==> config.mk <==
export PLATFORM = sky130hd
export DESIGN_NAME = sdac_ctrl
export DESIGN_NICKNAME = d
export VERILOG_FILES = /design/src/rtl/sdac_ctrl.sv
export SDC_FILE = /design/constraint.sdc
export NUM_CORES = 1
export LEC_CHECK = 0
export CAP_MARGIN = 20
export CORE_MARGIN = 3
export CORE_UTILIZATION = 55
export CTS_CLUSTER_DIAMETER = 100
export DETAILED_ROUTE_END_ITERATION = 8
export GPL_ROUTABILITY_DRIVEN = 0
export PLACE_DENSITY_LB_ADDON = 0.08
export SLEW_MARGIN = 25
export SYNTH_ARGS = -nofsm -noshare
export SYNTH_HDL_FRONTEND = slang
export SYNTH_SLANG_ARGS = --single-unit
==> constraint.sdc <==
create_clock -name clk -period 3.3 [get_ports clk]
set_clock_uncertainty 0.15 [all_clocks]
set_input_delay 0.825 -clock clk [delete_from_list [all_inputs] [get_ports clk]]
set_output_delay 0.825 -clock clk [all_outputs]
set_load 0.01 [all_outputs]
==> src/rtl/sdac_ctrl.sv <==
// Serial DAC sequencer: buffers one parallel sample and emits one frame every PERIOD clocks.
// Each frame shifts the word out MSB-first on SI, pulses soc, and repeats the previous word on underrun.
module sdac_ctrl #(
   parameter int unsigned N      = 12,
   parameter int unsigned PERIOD = 64
) (
   input  logic         clk,
   input  logic         rst_n,
   input  logic         run,
   input  logic [N-1:0] sample_data,
   input  logic         sample_valid,
   output logic         sample_ready,
   output logic         SI,
   output logic         en_SI,
   output logic         soc,
   output logic         busy,
   output logic [7:0]   underrun_cnt
);

   localparam int unsigned CW = 16;
   localparam int unsigned UW = 8;

   typedef enum logic [2:0] {IDLE, LOAD, SHIFT, CONV, WAIT} state_t;

   state_t          state_q, state_d;
   logic [CW-1:0]   cnt_q, cnt_d;
   logic [N-1:0]    buf_q, buf_d;
   logic [N-1:0]    last_q, last_d;
   logic [N-1:0]    shreg_q, shreg_d;
   logic            buf_full_q, buf_full_d;
   logic [UW-1:0]   underrun_q, underrun_d;
   logic            busy_q, en_si_q, soc_q, ready_q;
   logic            accept;

   // State, datapath and output registers; outputs are decoded from the next state
   always_ff @(posedge clk or negedge rst_n) begin
      if (!rst_n) begin
         state_q    <= IDLE;
         cnt_q      <= '0;
         buf_q      <= '0;
         last_q     <= {1'b1, {(N-1){1'b0}}};
         shreg_q    <= '0;
         buf_full_q <= 1'b0;
         underrun_q <= '0;
         busy_q     <= 1'b0;
         en_si_q    <= 1'b0;
         soc_q      <= 1'b0;
         ready_q    <= 1'b1;
      end else begin
         state_q    <= state_d;
         cnt_q      <= cnt_d;
         buf_q      <= buf_d;
         last_q     <= last_d;
         shreg_q    <= shreg_d;
         buf_full_q <= buf_full_d;
         underrun_q <= underrun_d;
         busy_q     <= (state_d != IDLE);
         en_si_q    <= (state_d == SHIFT);
         soc_q      <= (state_d == CONV);
         ready_q    <= !buf_full_d;
      end
   end

   assign accept = sample_valid && ready_q;

   // Next-state, buffer and frame sequencing
   always_comb begin
      state_d    = state_q;
      buf_d      = buf_q;
      buf_full_d = buf_full_q;
      last_d     = last_q;
      shreg_d    = shreg_q;
      underrun_d = underrun_q;

      if (accept) begin
         buf_d      = sample_data;
         buf_full_d = 1'b1;
      end

      case (state_q)
         IDLE: begin
            if (run) state_d = LOAD;
         end
         LOAD: begin
            if (buf_full_q) begin
               shreg_d    = buf_q;
               last_d     = buf_q;
               buf_full_d = 1'b0;
            end else begin
               shreg_d = last_q;
               if (underrun_q != {UW{1'b1}}) underrun_d = underrun_q + UW'(1);
            end
            state_d = SHIFT;
         end
         SHIFT: begin
            // Shreg drains to zero, so SI idles low between frames
            shreg_d = {shreg_q[N-2:0], 1'b0};
            if (cnt_q == CW'(N)) state_d = CONV;
         end
         CONV: begin
            if (PERIOD == N + 2) state_d = run ? LOAD : IDLE;
            else                 state_d = WAIT;
         end
         WAIT: begin
            if (cnt_q == CW'(PERIOD - 1)) state_d = run ? LOAD : IDLE;
         end
         default: state_d = IDLE;
      endcase

      cnt_d = ((state_d == LOAD) || (state_d == IDLE)) ? '0 : cnt_q + CW'(1);
   end

   assign sample_ready = ready_q;
   assign SI           = shreg_q[N-1];
   assign en_SI        = en_si_q;
   assign soc          = soc_q;
   assign busy         = busy_q;
   assign underrun_cnt = underrun_q;

endmodule
==> results.md, run 1 <==
• placement-stage worst setup slack: 0.877 ns
• final max-slew violation count: 0
• Final ANT Viol Nets: 0
• Starting Density: 57.8%
• top cell type's share of synthesized area: 54.9%
• Fmax achieved: 413 MHz
• number of instances on the worst hold path: 1
• Critical Path Source Type: flop
• max-cap check violation count: 0
• count of final setup violators: 0
• y dimension of the die: 80.0 um
• half-perimeter wire length of the detailed placement result: 3540 um
• number of iterations in the first detailed-routing pass: 4
• beginning of the worst hold path: underrun_cnt[5]$_DFFE_PN0P_
• final sum of negative setup slack: 0 ns
• Primary FF master, synth: dfrtp_1
• DRC violation total after the first TritonRoute iteration: 69
• post-route fraction of the period consumed by the critical path: 73.4%
• Netlist Area Pre-Place: 3010 um^2
• Worst EP required: 3.37 ns
• detailed-route DRC error count: 0
• CTS Hold Bufs: 0
• setup bufs post-CTS: 0
• flops & latches, synth: 68
• total global routing track utilization: 18.7%
• slowest stage cell, crit path: or3b_2
• wire per inst: 14.4 um
• # fillers: 412
• Hold Path Class: flop to flop
• critical path cell sequence: or3b_2 -> nor2_1 -> buf_4 -> mux2_2
• antenna cell count: 0
• clock insertion delay at the later pin of the skew report: 0.34 ns
• Pwr per Cell Area: 821 nW/um^2
• sum of overflow across all layers after global routing: 0
• area overhead of the layout relative to synthesis: 18.5%
• main area contributors after synthesis: dfrtp_1, mux2_2, nor2_1
• Die X-Extent: 80.0 um
• FP Rows: 26
• r2r worst-path depth: 4
• capturing element type of the critical path: flop
• global-route wire length before repair: 9090 um
• port buffer count: 28
• VDD IR-drop max: 0.536 mV
• clock buffers created by TritonCTS: 9
• number of flops mapped to enable cells by yosys: 0
• antenna violations before repair: 0
• transition time at the pin with the least slew margin: 0.978 ns
• CTS tree: yes
• proportion of synthesized chip area in sequential cells: 56.7%
• Min-Delay Endpoint: underrun_cnt[5]$_DFFE_PN0P_
• via-per-instance ratio: 5.49
• # resized after CTS: 0
• Slowest Stage Delay on Critical Path: 0.66 ns
• cell type contributing the most total cell area after synthesis: dfrtp_1
• Clock Path Buffers: 2
• worst reg2reg endpoint: last_q[1]$_DFFE_PN0P_
• crit path kind: flop to flop
• ratio of cells with drive above 1 in the final layout: 17.5%
• crit path DAT: 2.50 ns
• maximum number of pins on one net before global-route repair: 36
• number of global-route vias before repair: 1,976
• minimum setup slack among reg-to-reg paths: 0.88 ns
• Core Area: 5200 um^2
• Worst Path Max Fanout: 17
• post-synthesis net count: 272
• average instance area after synthesis: 11.9 um^2
• count of clock tree sinks: 68
• number of instances in the synthesized netlist: 253
• status: complete, no violations
• final critical path time including I/O delays and setup: 2.42 ns
• YS warnings: 0
• final hold violation count: 0
• fraction of synthesis flops using an asynchronous set or reset pin: 100%
• Cell variety after synth: 39
• final worst-path setup slack: 0.878 ns
• max_slew headroom: 34.6%
• leakage power figure: 1.58 nW
• deepest level of the CTS H-tree: 3
• unrepaired setup endpoints after global routing: no
• total length of routed wires: 5210 um
• die footprint: 6390 um^2
• clock tree root buffer cell: clkbuf_8
• number of vias after detailed routing: 1,981
• R2R Path Start: state_q[2]$_DFF_PN0_
• number of nets in the finished design: 306
• Clk pin slew, worst setup/hold paths: 0.06 ns
• IO Count: 29
[registers in the layout, indices dropped and copies added, names as in the netlist]
name	cells
en_SI	1
soc	1
state_q	3
last_q	12
busy	1
buf_full_q	1
shreg_q	12
underrun_cnt	8
cnt_q	16
buf_q	12
sample_ready	1
[synthesized netlist by cell type, types with 2 or more instances]
cell type and n:
nor2_1 33, mux2i_1 12, a221o_1 11, nor4_1 5, mux2_2 26, and3_1 2, nand4_1 4, buf_2 2
and2_1 3, buf_1 2, nand2_1 15, dfstp_2 2, xnor2_1 11, clkbuf_1 5, inv_1 8, nand3_1 6
nor2b_1 2, dfrtp_1 66, or4_1 3, ha_1 3, xor2_1 8, nor3_1 7
[worst max-delay path: cells and delay by family (launching register included)]
family | cells | cell delay, ns
buffers and inverters | 1 | 0.26
DFF | 1 | 0.42
muxes | 1 | 0.34
and+or+nand+nor | 2 | 1.15
[cell type report]
cell class,count,area [um^2],area share (%)
clock inverter,1,5.00,0.140
tap,70,87.6,2.46
sequential,68,1700,47.8
timing repair buffer,32,318,8.92
clock buffer,14,183,5.12
inverter,8,30.0,0.842
multi-input combinational,168,1240,34.7
[worst max-delay path by stage]
stage / endpoint / slack, ns / from
CTS: last_q[1]$_DFFE_PN0P_ / 0.85 / state_q[2]$_DFF_PN0_
floorplan: busy$_DFF_PN0_ / 0.97 / cnt_q[11]$_DFF_PN0_
detailed placement: last_q[1]$_DFFE_PN0P_ / 0.88 / state_q[2]$_DFF_PN0_
global placement: last_q[1]$_DFFE_PN0P_ / 0.95 / state_q[2]$_DFF_PN0_
global route: last_q[2]$_DFFE_PN0P_ / 0.75 / state_q[2]$_DFF_PN0_
finish: last_q[1]$_DFFE_PN0P_ / 0.88 / state_q[2]$_DFF_PN0_
[logic make-up after synthesis]
| family | after synthesis | share of synthesized area [%] |
|---|---|---|
| compound gates | 18 | 5.57 |
| fa+ha+maj | 3 | 1.25 |
| flops | 68 | 56.7 |
| mux | 38 | 13.7 |
| simple gates | 90 | 15.1 |
| xor+xnor | 19 | 5.53 |
| buf+inv | 17 | 2.20 |
[where the power goes]
part	internal (mW)	leakage, nW	switching [mW]
Combinational	0.514	0.614	0.400
Clock	0.350	0.0986	0.289
Sequential	1.14	0.865	0.236
Total	2.00	1.58	0.925
[per-layer routing]
metal	track usage, %	vias to the layer above	part of all wire [%]
met5	0	-	0
li1	-	956	-
met4	6.08	0	1.5
met1	25.4	990	49
met3	6.09	8	4.0
met2	28.3	27	45
[metrics by stage]
stage	hold WS (ns)	util (%)	total power, mW	std cells	cell area, um^2
finish	0.343	68.5	2.93	361	3560
global route	0.366	68.5	3.14	361	3560
CTS	0.346	68.5	2.97	361	3560
detailed placement	0.331	64.9	2.32	346	3380
global placement	0.318	64.9	2.29	346	3380
floorplan	0.300	-	2.00	253	3010
[placed cells by master, fill, tap and decap left out, types with 4 or more instances in the layout]
| master | synthesis | layout |
|---|---|---|
| nor4_1 | 5 | 5 |
| a221o_1 | 11 | 11 |
| mux2_2 | 26 | 26 |
| clkbuf_8 | 0 | 13 |
| xor2_1 | 8 | 8 |
| mux2i_1 | 12 | 12 |
| inv_1 | 8 | 8 |
| clkdlybuf4s50_1 | 0 | 27 |
| nand2_1 | 15 | 15 |
| nor3_1 | 7 | 7 |
| nand3_1 | 6 | 6 |
| xnor2_1 | 11 | 11 |
| nor2_1 | 33 | 33 |
| dfrtp_1 | 66 | 66 |
| nand4_1 | 4 | 4 |
Note: power is estimated with default switching activity, not from simulation.
==> inputs of run 2 (changes only) <==
--- a/config.mk
+++ b/config.mk
@@ -7,7 +7,7 @@
 export LEC_CHECK = 0
 export CAP_MARGIN = 20
 export CORE_MARGIN = 3
-export CORE_UTILIZATION = 55
+export CORE_UTILIZATION = 51
 export CTS_CLUSTER_DIAMETER = 100
 export DETAILED_ROUTE_END_ITERATION = 8
 export GPL_ROUTABILITY_DRIVEN = 0
==> constraint.sdc (replaced) <==
create_clock -name clk -period 2.2 [get_ports clk]
set_clock_uncertainty 0.15 [all_clocks]
set_input_delay 0.55 -clock clk [delete_from_list [all_inputs] [get_ports clk]]
set_output_delay 0.55 -clock clk [all_outputs]
set_load 0.01 [all_outputs]
==> results.md, run 2 (synthesis gave the netlist of run 1 again) <==
• total placed cells including tap cells: 365
• post-route fraction of the period consumed by the critical path: 100%
• Worst Path Max Fanout: 2
• Slowest Stage Delay on Critical Path: 0.54 ns
• Worst EP required: 2.26 ns
• antenna violations before repair: 0
• unrepaired setup endpoints after global routing: yes
• Most flops, register: cnt_q
• violations in the final reports: negative setup slack
• area overhead of the layout relative to synthesis: 26.9%
• CTS tree: yes
• leakage power figure: 1.71 nW
• y dimension of the die: 82.8 um
• final hold violation count: 0
• status: complete, but fails checks
• worst hold slack: 0.0850 ns
• Critical Path Source Type: flop
• port buffer count: 28
• crit path kind: flop to flop
• final critical path time including I/O delays and setup: 2.21 ns
• Fmax achieved: 453 MHz
• number of global-route vias before repair: 2,041
• Clk pin slew, worst setup/hold paths: 0.07 ns
• FP Rows: 27
• count of final setup violators: 1
• half-perimeter wire length of the detailed placement result: 3670 um
• Worst path top cell family by delay: simple AND/OR/NAND/NOR gates
• Pwr per Cell Area: 1290 nW/um^2
• clock tree root buffer cell: clkbuf_8
• sum of overflow across all layers after global routing: 0
• number of vias after detailed routing: 2,009
• maximum number of pins on one net before global-route repair: 69
• critical path cell sequence: or4_4 -> or4_4 -> a21oi_4 -> or3b_1
• total length of routed wires: 5280 um
• deepest level of the CTS H-tree: 3
• Core Area: 5610 um^2
• via-per-instance ratio: 5.26
• IO Count: 29
• DRC violation total after the first TritonRoute iteration: 106
• Final ANT Viol Nets: 0
• number of iterations in the first detailed-routing pass: 4
• placement-stage worst setup slack: -0.0366 ns
• non-filler instance count after layout: 382
• antenna cell count: 0
• global-route wire length before repair: 9270 um
• die footprint: 6860 um^2
• Die X-Extent: 82.8 um
• ratio of cells with drive above 1 in the final layout: 23.2%
• Starting Density: 53.6%
• final worst-path setup slack: -0.00916 ns
• leading cell type in the layout, fill and taps excluded: dfrtp_1
• transition time at the pin with the least slew margin: 0.975 ns
• number of nets in the finished design: 324
• final max-slew violation count: 0
• clock buffers created by TritonCTS: 9
• clock insertion delay at the later pin of the skew report: 0.33 ns
• wire per inst: 13.8 um
• slowest stage cell, crit path: or4_4
• Clock Path Buffers: 2
• total global routing track utilization: 18.0%
• Bufs and invs on worst path: 0
• CTS Hold Bufs: 0
• commonest cells after routing, fill and taps aside: dfrtp_1, nor2_1, clkdlybuf4s50_1
• max_slew headroom: 34.9%
• count of clock tree sinks: 68
• Most Frequent Cell on Critical Path: or4_4
• VDD IR-drop max: 0.844 mV
• crit path DAT: 2.27 ns
• max-cap check violation count: 0
• Hold Path Class: input port to asynchronous set/reset pin
• number of flip-flops under the largest register name: 16
• capturing element type of the critical path: flop
• detailed-route DRC error count: 0
## run 2: final timing paths
| check | from | to | slack (ns) | cells after the start |
|---|---|---|---|---|
| worst max register to register | cnt_q[6]$_DFF_PN0_ | busy$_DFF_PN0_ | -0.009 | 4 |
| min in group clk | underrun_cnt[7]$_DFFE_PN0P_ | underrun_cnt[7]$_DFFE_PN0P_ | 0.36 | 1 |
| worst min register to register | underrun_cnt[7]$_DFFE_PN0P_ | underrun_cnt[7]$_DFFE_PN0P_ | 0.36 | 1 |
| worst max-delay path | cnt_q[6]$_DFF_PN0_ | busy$_DFF_PN0_ | -0.009 | 4 |
| worst min-delay path | rst_n | underrun_cnt[2]$_DFFE_PN0P_ | 0.09 | 2 |
| max in group asynchronous | rst_n | last_q[11]$_DFFE_PN1P_ | 1.49 | 2 |
## run 2: cell type report
class                      instances  area, um^2
fill                             441        1790
timing repair buffer              50         465
clock inverter                     7         163
sequential                        68        1700
tap                               72        90.1
clock buffer                       9         124
multi-input combinational        168        1240
inverter                           8        30.0
## run 2: per-layer routing
| metal | wire, um | track usage [%] |
|---|---|---|
| met3 | 179 | 3.56 |
| met4 | 59 | 8.33 |
| met1 | 2470 | 23.1 |
| met2 | 2570 | 29.5 |
| met5 | 0 | 0 |
## run 2: per-stage QoR
stage | instance area (um^2) | TNS (ns) | utilization, % | total power, mW
final | 3820 | -0.00916 | 68.1 | 4.93
after floorplan | 3010 | -0.358 | - | 3.00
after global routing | 3820 | -0.185 | 68.1 | 5.24
after CTS | 3820 | -0.0274 | 68.1 | 4.99
after global placement | 3520 | -0.0141 | 62.8 | 3.48
after detailed placement | 3520 | -0.0366 | 62.8 | 3.53
## run 2: what timing repair did
action                     CTS  global route
setup endpoints to repair   11            17
pin swaps                    3             1
gates resized for setup      1             0
buffers inserted             1             0
## run 2: report_power, final
group | total, mW | switching [mW] | leakage, nW | internal, mW
clock network | 1.43 | 0.453 | 0.139 | 0.980
logic | 1.47 | 0.650 | 0.709 | 0.821
registers | 2.02 | 0.321 | 0.865 | 1.70
